--- src/rtl/conv_row_scheduler.sv ---
// conv_row_scheduler: layer sequencer for conv_acc_compute.
// Walks output-channel groups and output rows. Fills the activation line ring
// through a single-outstanding row loader, and prefetches the next stride rows
// while the engine works on the current row. It also hands the engine a
// buffer_ready / row_done handshake.
module conv_row_scheduler #(
    parameter int NUM_LINES = 6,
    parameter int ROW_W     = 16
) (
    input  logic             aclk,
    input  logic             aresetn,
    input  logic             start,
    input  logic [ROW_W-1:0] cfg_img_height,
    input  logic [3:0]       cfg_kernel_size,
    input  logic [3:0]       cfg_stride,
    input  logic [ROW_W-1:0] cfg_oc_groups,
    output logic             ld_req,
    output logic [ROW_W-1:0] ld_row,
    output logic [2:0]       ld_slot,
    input  logic             ld_done,
    output logic             buffer_ready,
    output logic             in_load_phase,
    output logic [2:0]       curr_line_idx,
    input  logic             engine_row_done,
    output logic             busy,
    output logic             done,
    output logic             cfg_err
);

    localparam logic [ROW_W-1:0] ONE = ROW_W'(1);

    typedef enum logic [2:0] {
        IDLE,
        GROUP_START,
        PREFILL,
        READY,
        WAIT_DONE,
        RELEASE,
        ADVANCE,
        FINISH
    } state_e;

    state_e           state_q, state_d;
    logic [2:0]       k_q, k_d;            // kernel size K (1 or 3)
    logic [2:0]       s_q, s_d;            // stride S (1 or 2)
    logic [ROW_W-1:0] g_q, g_d;            // number of OC groups
    logic [ROW_W-1:0] rows_q, rows_d;      // output rows per group R
    logic [ROW_W-1:0] group_q, group_d;
    logic [ROW_W-1:0] out_row_q, out_row_d;
    logic [ROW_W-1:0] next_row_q, next_row_d;  // next input row to load
    logic [2:0]       wptr_q, wptr_d;          // next ring slot to write
    logic [2:0]       idx_q, idx_d;            // curr_line_idx register
    logic [2:0]       loads_left_q, loads_left_d;  // loads still to complete
    logic             ld_req_q, ld_req_d;
    logic [ROW_W-1:0] ld_row_q, ld_row_d;
    logic [2:0]       ld_slot_q, ld_slot_d;
    logic             ilp_q, ilp_d;
    logic             cfg_err_q, cfg_err_d;
    logic             rej_q, rej_d;             // rejected start -> done pulse

    // Ring slot successor, wrapping at the last physical line.
    function automatic logic [2:0] slot_inc(input logic [2:0] slot);
        return (slot == 3'(NUM_LINES - 1)) ? 3'd0 : slot + 3'd1;
    endfunction

    // Configuration checks and the row count R, evaluated on the raw cfg inputs.
    logic             cfg_ok;
    logic [ROW_W-1:0] row_span;
    logic [ROW_W-1:0] rows_calc;
    logic [ROW_W-1:0] last_row;

    assign cfg_ok = ((cfg_kernel_size == 4'd1) || (cfg_kernel_size == 4'd3))
                 && ((cfg_stride == 4'd1) || (cfg_stride == 4'd2))
                 && (ROW_W'(cfg_kernel_size) <= cfg_img_height)
                 && ((5'(cfg_kernel_size) + 5'(cfg_stride)) <= 5'(NUM_LINES))
                 && (cfg_oc_groups != '0);

    assign row_span  = cfg_img_height - ROW_W'(cfg_kernel_size);
    assign rows_calc = ((cfg_stride == 4'd2) ? (row_span >> 1) : row_span) + ONE;
    assign last_row  = rows_q - ONE;

    // Loader handshake events.
    logic ld_fire;      // current request completes this cycle
    logic last_fire;    // the final pending load completes this cycle
    logic loads_clear;  // no load pending after this cycle

    assign ld_fire     = ld_req_q && ld_done;
    assign last_fire   = ld_fire && (loads_left_q == 3'd1);
    assign loads_clear = (loads_left_q == 3'd0) || last_fire;

    // Next-state logic: loader sequencing followed by the layer FSM.
    // NOTE: every _d gets a default first so no path leaves it unassigned (no latches).
    always_comb begin
        state_d      = state_q;
        k_d          = k_q;
        s_d          = s_q;
        g_d          = g_q;
        rows_d       = rows_q;
        group_d      = group_q;
        out_row_d    = out_row_q;
        next_row_d   = next_row_q;
        wptr_d       = wptr_q;
        idx_d        = idx_q;
        loads_left_d = loads_left_q;
        ld_req_d     = ld_req_q;
        ld_row_d     = ld_row_q;
        ld_slot_d    = ld_slot_q;
        ilp_d        = ilp_q;
        cfg_err_d    = cfg_err_q;
        rej_d        = 1'b0;

        // Loader: one request at a time. A new request rises the cycle after the previous ld_done.
        if ((state_q == PREFILL) || (state_q == WAIT_DONE)) begin
            if (ld_fire) begin
                ld_req_d     = 1'b0;
                next_row_d   = next_row_q + ONE;
                wptr_d       = slot_inc(wptr_q);
                loads_left_d = loads_left_q - 3'd1;
            end else if (!ld_req_q && (loads_left_q != 3'd0)) begin
                ld_req_d  = 1'b1;
                ld_row_d  = next_row_q;
                ld_slot_d = wptr_q;
            end
        end

        unique case (state_q)
            IDLE: begin
                if (start) begin
                    cfg_err_d = !cfg_ok;
                    if (cfg_ok) begin
                        k_d     = cfg_kernel_size[2:0];
                        s_d     = cfg_stride[2:0];
                        g_d     = cfg_oc_groups;
                        rows_d  = rows_calc;
                        group_d = '0;
                        state_d = GROUP_START;
                    end else begin
                        rej_d = 1'b1;
                    end
                end
            end
            GROUP_START: begin
                wptr_d       = '0;
                next_row_d   = '0;
                out_row_d    = '0;
                ilp_d        = 1'b1;
                loads_left_d = k_q;
                state_d      = PREFILL;
            end
            PREFILL: begin
                if (last_fire) begin
                    idx_d   = slot_inc(wptr_q);
                    state_d = READY;
                end
            end
            READY: begin
                // Prefetch the rows the next output row needs, unless this is the last row.
                loads_left_d = (out_row_q < last_row) ? s_q : 3'd0;
                state_d      = WAIT_DONE;
            end
            WAIT_DONE: begin
                if (engine_row_done) begin
                    ilp_d = 1'b0;
                    if (loads_clear || (out_row_q == last_row)) begin
                        state_d = RELEASE;
                    end
                end
            end
            RELEASE: begin
                if (!engine_row_done) begin
                    state_d = ADVANCE;
                end
            end
            ADVANCE: begin
                if (out_row_q < last_row) begin
                    out_row_d = out_row_q + ONE;
                    idx_d     = wptr_q;
                    state_d   = READY;
                end else if (group_q < (g_q - ONE)) begin
                    group_d = group_q + ONE;
                    state_d = GROUP_START;
                end else begin
                    state_d = FINISH;
                end
            end
            FINISH: begin
                state_d = IDLE;
            end
            default: begin
                state_d = IDLE;
            end
        endcase
    end

    // State and datapath registers, cleared asynchronously so a reset aborts the layer at once.
    // NOTE: clocked state uses <= so every register samples pre-edge values regardless of order.
    always_ff @(posedge aclk or negedge aresetn) begin
        if (!aresetn) begin
            state_q      <= IDLE;
            k_q          <= '0;
            s_q          <= '0;
            g_q          <= '0;
            rows_q       <= '0;
            group_q      <= '0;
            out_row_q    <= '0;
            next_row_q   <= '0;
            wptr_q       <= '0;
            idx_q        <= '0;
            loads_left_q <= '0;
            ld_req_q     <= 1'b0;
            ld_row_q     <= '0;
            ld_slot_q    <= '0;
            ilp_q        <= 1'b0;
            cfg_err_q    <= 1'b0;
            rej_q        <= 1'b0;
        end else begin
            state_q      <= state_d;
            k_q          <= k_d;
            s_q          <= s_d;
            g_q          <= g_d;
            rows_q       <= rows_d;
            group_q      <= group_d;
            out_row_q    <= out_row_d;
            next_row_q   <= next_row_d;
            wptr_q       <= wptr_d;
            idx_q        <= idx_d;
            loads_left_q <= loads_left_d;
            ld_req_q     <= ld_req_d;
            ld_row_q     <= ld_row_d;
            ld_slot_q    <= ld_slot_d;
            ilp_q        <= ilp_d;
            cfg_err_q    <= cfg_err_d;
            rej_q        <= rej_d;
        end
    end

    assign ld_req        = ld_req_q;
    assign ld_row        = ld_row_q;
    assign ld_slot       = ld_slot_q;
    assign curr_line_idx = idx_q;
    assign in_load_phase = ilp_q;
    assign cfg_err       = cfg_err_q;
    assign buffer_ready  = (state_q == READY) || (state_q == WAIT_DONE);
    assign busy          = (state_q != IDLE) && (state_q != FINISH);
    assign done          = (state_q == FINISH) || rej_q;

endmodule

--- config.mk ---
export PLATFORM = sky130hd
export DESIGN_NAME = conv_row_scheduler
export DESIGN_NICKNAME = d
export VERILOG_FILES = /design/src/rtl/conv_row_scheduler.sv
export SDC_FILE = /design/constraint.sdc
export NUM_CORES = 1
export LEC_CHECK = 0
export ABC_CLOCK_PERIOD_IN_PS = 6410
export CORE_ASPECT_RATIO = 0.7
export CORE_MARGIN = 2
export CORE_UTILIZATION = 60
export CTS_BUF_LIST = sky130_fd_sc_hd__clkbuf_4 sky130_fd_sc_hd__clkbuf_8
export CTS_CLUSTER_DIAMETER = 60
export CTS_CLUSTER_SIZE = 24
export DETAILED_ROUTE_END_ITERATION = 7
export MAX_ROUTING_LAYER = met4
export PLACE_DENSITY = 0.83
export SYNTH_ARGS = -nofsm -noshare
export SYNTH_HDL_FRONTEND = slang
export SYNTH_SLANG_ARGS = --single-unit
--- constraint.sdc ---
create_clock -name aclk -period 6.41 [get_ports aclk]
set_clock_uncertainty 0.2 [all_clocks]
set_input_delay 1.282 -clock aclk [delete_from_list [all_inputs] [get_ports aclk]]
set_output_delay 1.282 -clock aclk [all_outputs]
set_load 0.01 [all_outputs]
==> summary.md <==
| Metric | Value |
|---|---|
| Wire length of the first global-routing pass | 33000 um |
| Via count normalized by instance count | 6.18 |
| Average wire per standard cell | 16.5 um |
| Clk root buf | clkbuf_8 |
| DRC violations left | 0 |
| Portion of the post-synthesis area used by sequential elements | 0.367 |
| Result of the run | finished, final reports clean |
| Count of cells along the worst register-to-register path | 15 |
| # H-tree levels | 4 |
| Compound-gate portion of the synthesized area | 0.165 |
| Diodes inserted | 0 |
| Count of unique library cells instantiated by Yosys | 74 |
| Data arrival time of the critical path | 5.16 ns |
| Count of final max-slew check failures | 0 |
| Power density over cell area | 249 nW/um^2 |
| Number of flip-flops and latches in the synthesized netlist | 121 |
| Measured slew at the worst slew-check pin | 0.944 ns |
| Maximum frequency from static timing analysis | 200 MHz |
| Die area | 14700 sq um |
| Unrepaired setup endpoints after global routing | no |
| Final wirelength | 19700 um |
| XOR/XNOR share of the synthesized area | 0.0605 |
| Worst Setup Start Kind | register |
| Startpoint of the lowest-slack hold path | k_q[0] |
| Arithmetic-cell share of the synthesized area counting full adders, half adders and majority gates | 0.0777 |
| Maximum number of pins on one net before global-route repair | 68 |
| Setup WS pre-CTS | 1.10 ns |
| Cell total after placement | 1160 |
| Final min period | 4.99 ns |
| Global-route total usage across every layer | 0.291 |
| Reg-to-reg critical path startpoint | rows_q[3] |
| Capture endpoint of the worst hold path | k_q[0] |
| Net count after synthesis | 1030 |
| Antenna violations before repair | 0 |
| Yosys warning count | 0 |
| Crit Path Category | reg2reg |
| Total vias in the final route | 7371 |
| Count of hold buffers inserted by post-cts repair | 0 |
| Post-detail-place hpwl | 14100 um |
| Mux cell area share after synthesis | 0.0416 |
| Number of buffers inserted during clock tree synthesis | 17 |
| Register-to-register setup slack | 1.42 ns |
| Ratio of cells with drive above 1 in the final layout | 0.0953 |
| Clock net sink count | 121 |
| Congestion Overflow GR | 0 |
| Initial standard-cell utilization of the core | 0.620 |
| Number of buffers added for setup after CTS | 0 |
| Most common cell after layout, fill and taps aside | nand2_1 |
| Nets | 1089 |
| # rows | 35 |
| Clock latency on the worst-skew pair | 0.45 ns |
| Ratio of final minimum period to clock period | 0.779 |
| Post-CTS clock slew at the launch and capture registers of the worst setup and hold paths | 0.07 ns |
| Synthesized instance count | 935 |
| Series of cell instances along the critical path | or4_1 -> nor2_1 -> nand2_1 -> nor3_1 -> nand2b_1 -> nor4_1 -> xnor2_1 -> ha_1 -> a21o_1 -> a21o_1 -> a21oi_1 -> o211a_1 -> nand3_1 -> or4_1 -> a21oi_1 |
| Detail Route Antenna Nets | 0 |
| Critical path data required time | 6.57 ns |
| Crit-path slowest cell | or4_1 |
| DRT Pass-1 Iters | 5 |
| Count of instances resized after the clock tree is built | 0 |
| Area inside the core boundary | 13300 sq um |
| Mean post-synth cell area | 8.82 sq um |
| Die boundary width | 144 um |
| Final-report hold violation count | 0 |
| Number of primary I/O pins | 73 |
| Slowest stage delay, CP | 0.76 ns |
| Critical-path maximum fanout | 26 |
| Combined area of all synthesized cells | 8250 sq um |
| Worst hold path cell count | 1 |
| Setup slack of the critical path after layout | 1.42 ns |
| Worst hold path class | reg2reg |
| # port buffers | 72 |
| GPL Wtd Cong | 0.912 |
| Final worst hold slack | 0.277 ns |
| Final setup fails | 0 |
| Capture instance of the worst register-to-register path | out_row_q[5] |
| Number of enable flip-flop cells after synthesis | 0 |
| TritonCTS clock tree | yes |
| Top FF cell, synth | dfrtp_1 |
| Worst ir drop on vdd | 0.162 mV |
| Filler-free cell count of the finished design | 1192 |
| Floorplan die height | 102 um |
| Maximum clock insertion buffer count | 2 |
| Static power due to leakage | 4.08 nW |
| Dominant combinational cell family by area after synthesis | simple AND/OR/NAND/NOR gates |
| Area overhead of the layout relative to synthesis | 16.3% |
| Ys async rst share | 1.00 |
| Vias in the first global route | 6665 |
| Count of max-cap constraint violations | 0 |
| Total power | 2.39 mW |
| Post-synthesis simple-gate area fraction | 0.255 |
| Setup tns final | 0 ns |
| Tightest slew margin relative to the limit | 0.369 |
| Commonest cells after routing, fill and taps aside | 125 x nand2_1, 121 x dfrtp_1, 71 x nor2_1, 71 x clkdlybuf4s50_1, 54 x a21oi_1 |
| Type of element capturing the critical path | register |
| Iteration-0 DRC Markers | 428 |
[where the power goes]
part           switching [mW]  leakage (nW)  internal [mW]
clock                   0.336         0.220          0.442
combinational           0.345          2.32          0.319
sequential             0.0931          1.54          0.852
[sequential cells by signal (all words and copies together) (netlist names), 3 cells and up]
name,cells
g_q,16
group_q,16
ld_row,16
next_row_q,16
out_row_q,16
rows_q,16
curr_line_idx,3
k_q,3
ld_slot,3
loads_left_q,3
s_q,3
state_q,3
wptr_q,3
[metrics by stage]
stage	cell area, sq um	utilization
2_1_floorplan	8250	-
3_3_place_gp	9150	0.687
3_5_place_dp	9150	0.687
4_1_cts	9590	0.721
5_1_grt	9590	0.721
6_report	9590	0.721
[logic make-up after synthesis]
group | Yosys count
flip-flops | 121
multiplexers | 31
XOR/XNOR | 57
adder cells (fa/ha/maj) | 50
buffers and inverters | 66
AO/OA/AOI/OAI | 201
AND/OR/NAND/NOR | 409
[synth_stat cells, types with 9 or more instances]
master / n / area (sq um)
nand2_1: 125 / 469
dfrtp_1: 121 / 3030
nor2_1: 72 / 270
a21oi_1: 54 / 270
ha_1: 48 / 601
nand3_1: 46 / 230
clkbuf_1: 36 / 135
o21ai_0: 35 / 175
xnor2_1: 30 / 263
or4_1: 29 / 218
xor2_1: 27 / 236
mux2_2: 26 / 293
and3_1: 21 / 131
inv_1: 21 / 78.8
o31ai_1: 20 / 150
nand4_1: 18 / 113
nor3_1: 16 / 80.1
nor4_1: 14 / 87.6
a31oi_1: 13 / 81.3
nand2b_1: 13 / 81.3
a21o_1: 11 / 82.6
o211ai_1: 11 / 82.6
or3_1: 9 / 56.3
[metal layers]
layer  global-route usage  vias to the layer above  wire length, um
met5                    -                        -                0
met3               0.0520                       31             1160
met1                0.420                     3523             9510
met2                0.429                      245             8760
met4               0.0739                        0              293
li1                     -                     3572                -
[area by class of cell]
type | count | area [sq um]
Timing Repair Buffer | 83 | 813
Multi-Input combinational cell | 748 | 4990
Clock inverter | 13 | 193
Inverter | 23 | 86.3
Sequential cell | 121 | 3030
Clock buffer | 19 | 255
Tap cell | 185 | 231
Fill cell | 1019 | 3720
[critical path: cells and delay by family (launching register included)]
kind | cells | cell delay [ns]
AOI/OAI and AO/OA | 5 | 1.02
xor gates and xnor gates | 1 | 0.17
adders and majority gates | 1 | 0.26
DFF | 1 | 0.42
and+or+nand+nor | 8 | 2.84
[worst max path at each step]
stage	cells past startpoint	to	from	slack (ns)
4_1_cts	15	out_row_q[5]	rows_q[3]	1.48
2_1_floorplan	11	rows_q[14]	cfg_stride[0]	2.30
3_5_place_dp	10	rows_q[12]	cfg_kernel_size[3]	1.10
5_1_grt	15	out_row_q[7]	rows_q[3]	1.08
6_report	15	out_row_q[5]	rows_q[3]	1.42
3_3_place_gp	10	rows_q[13]	cfg_kernel_size[3]	1.19
Power figures use the tool's default switching activity.
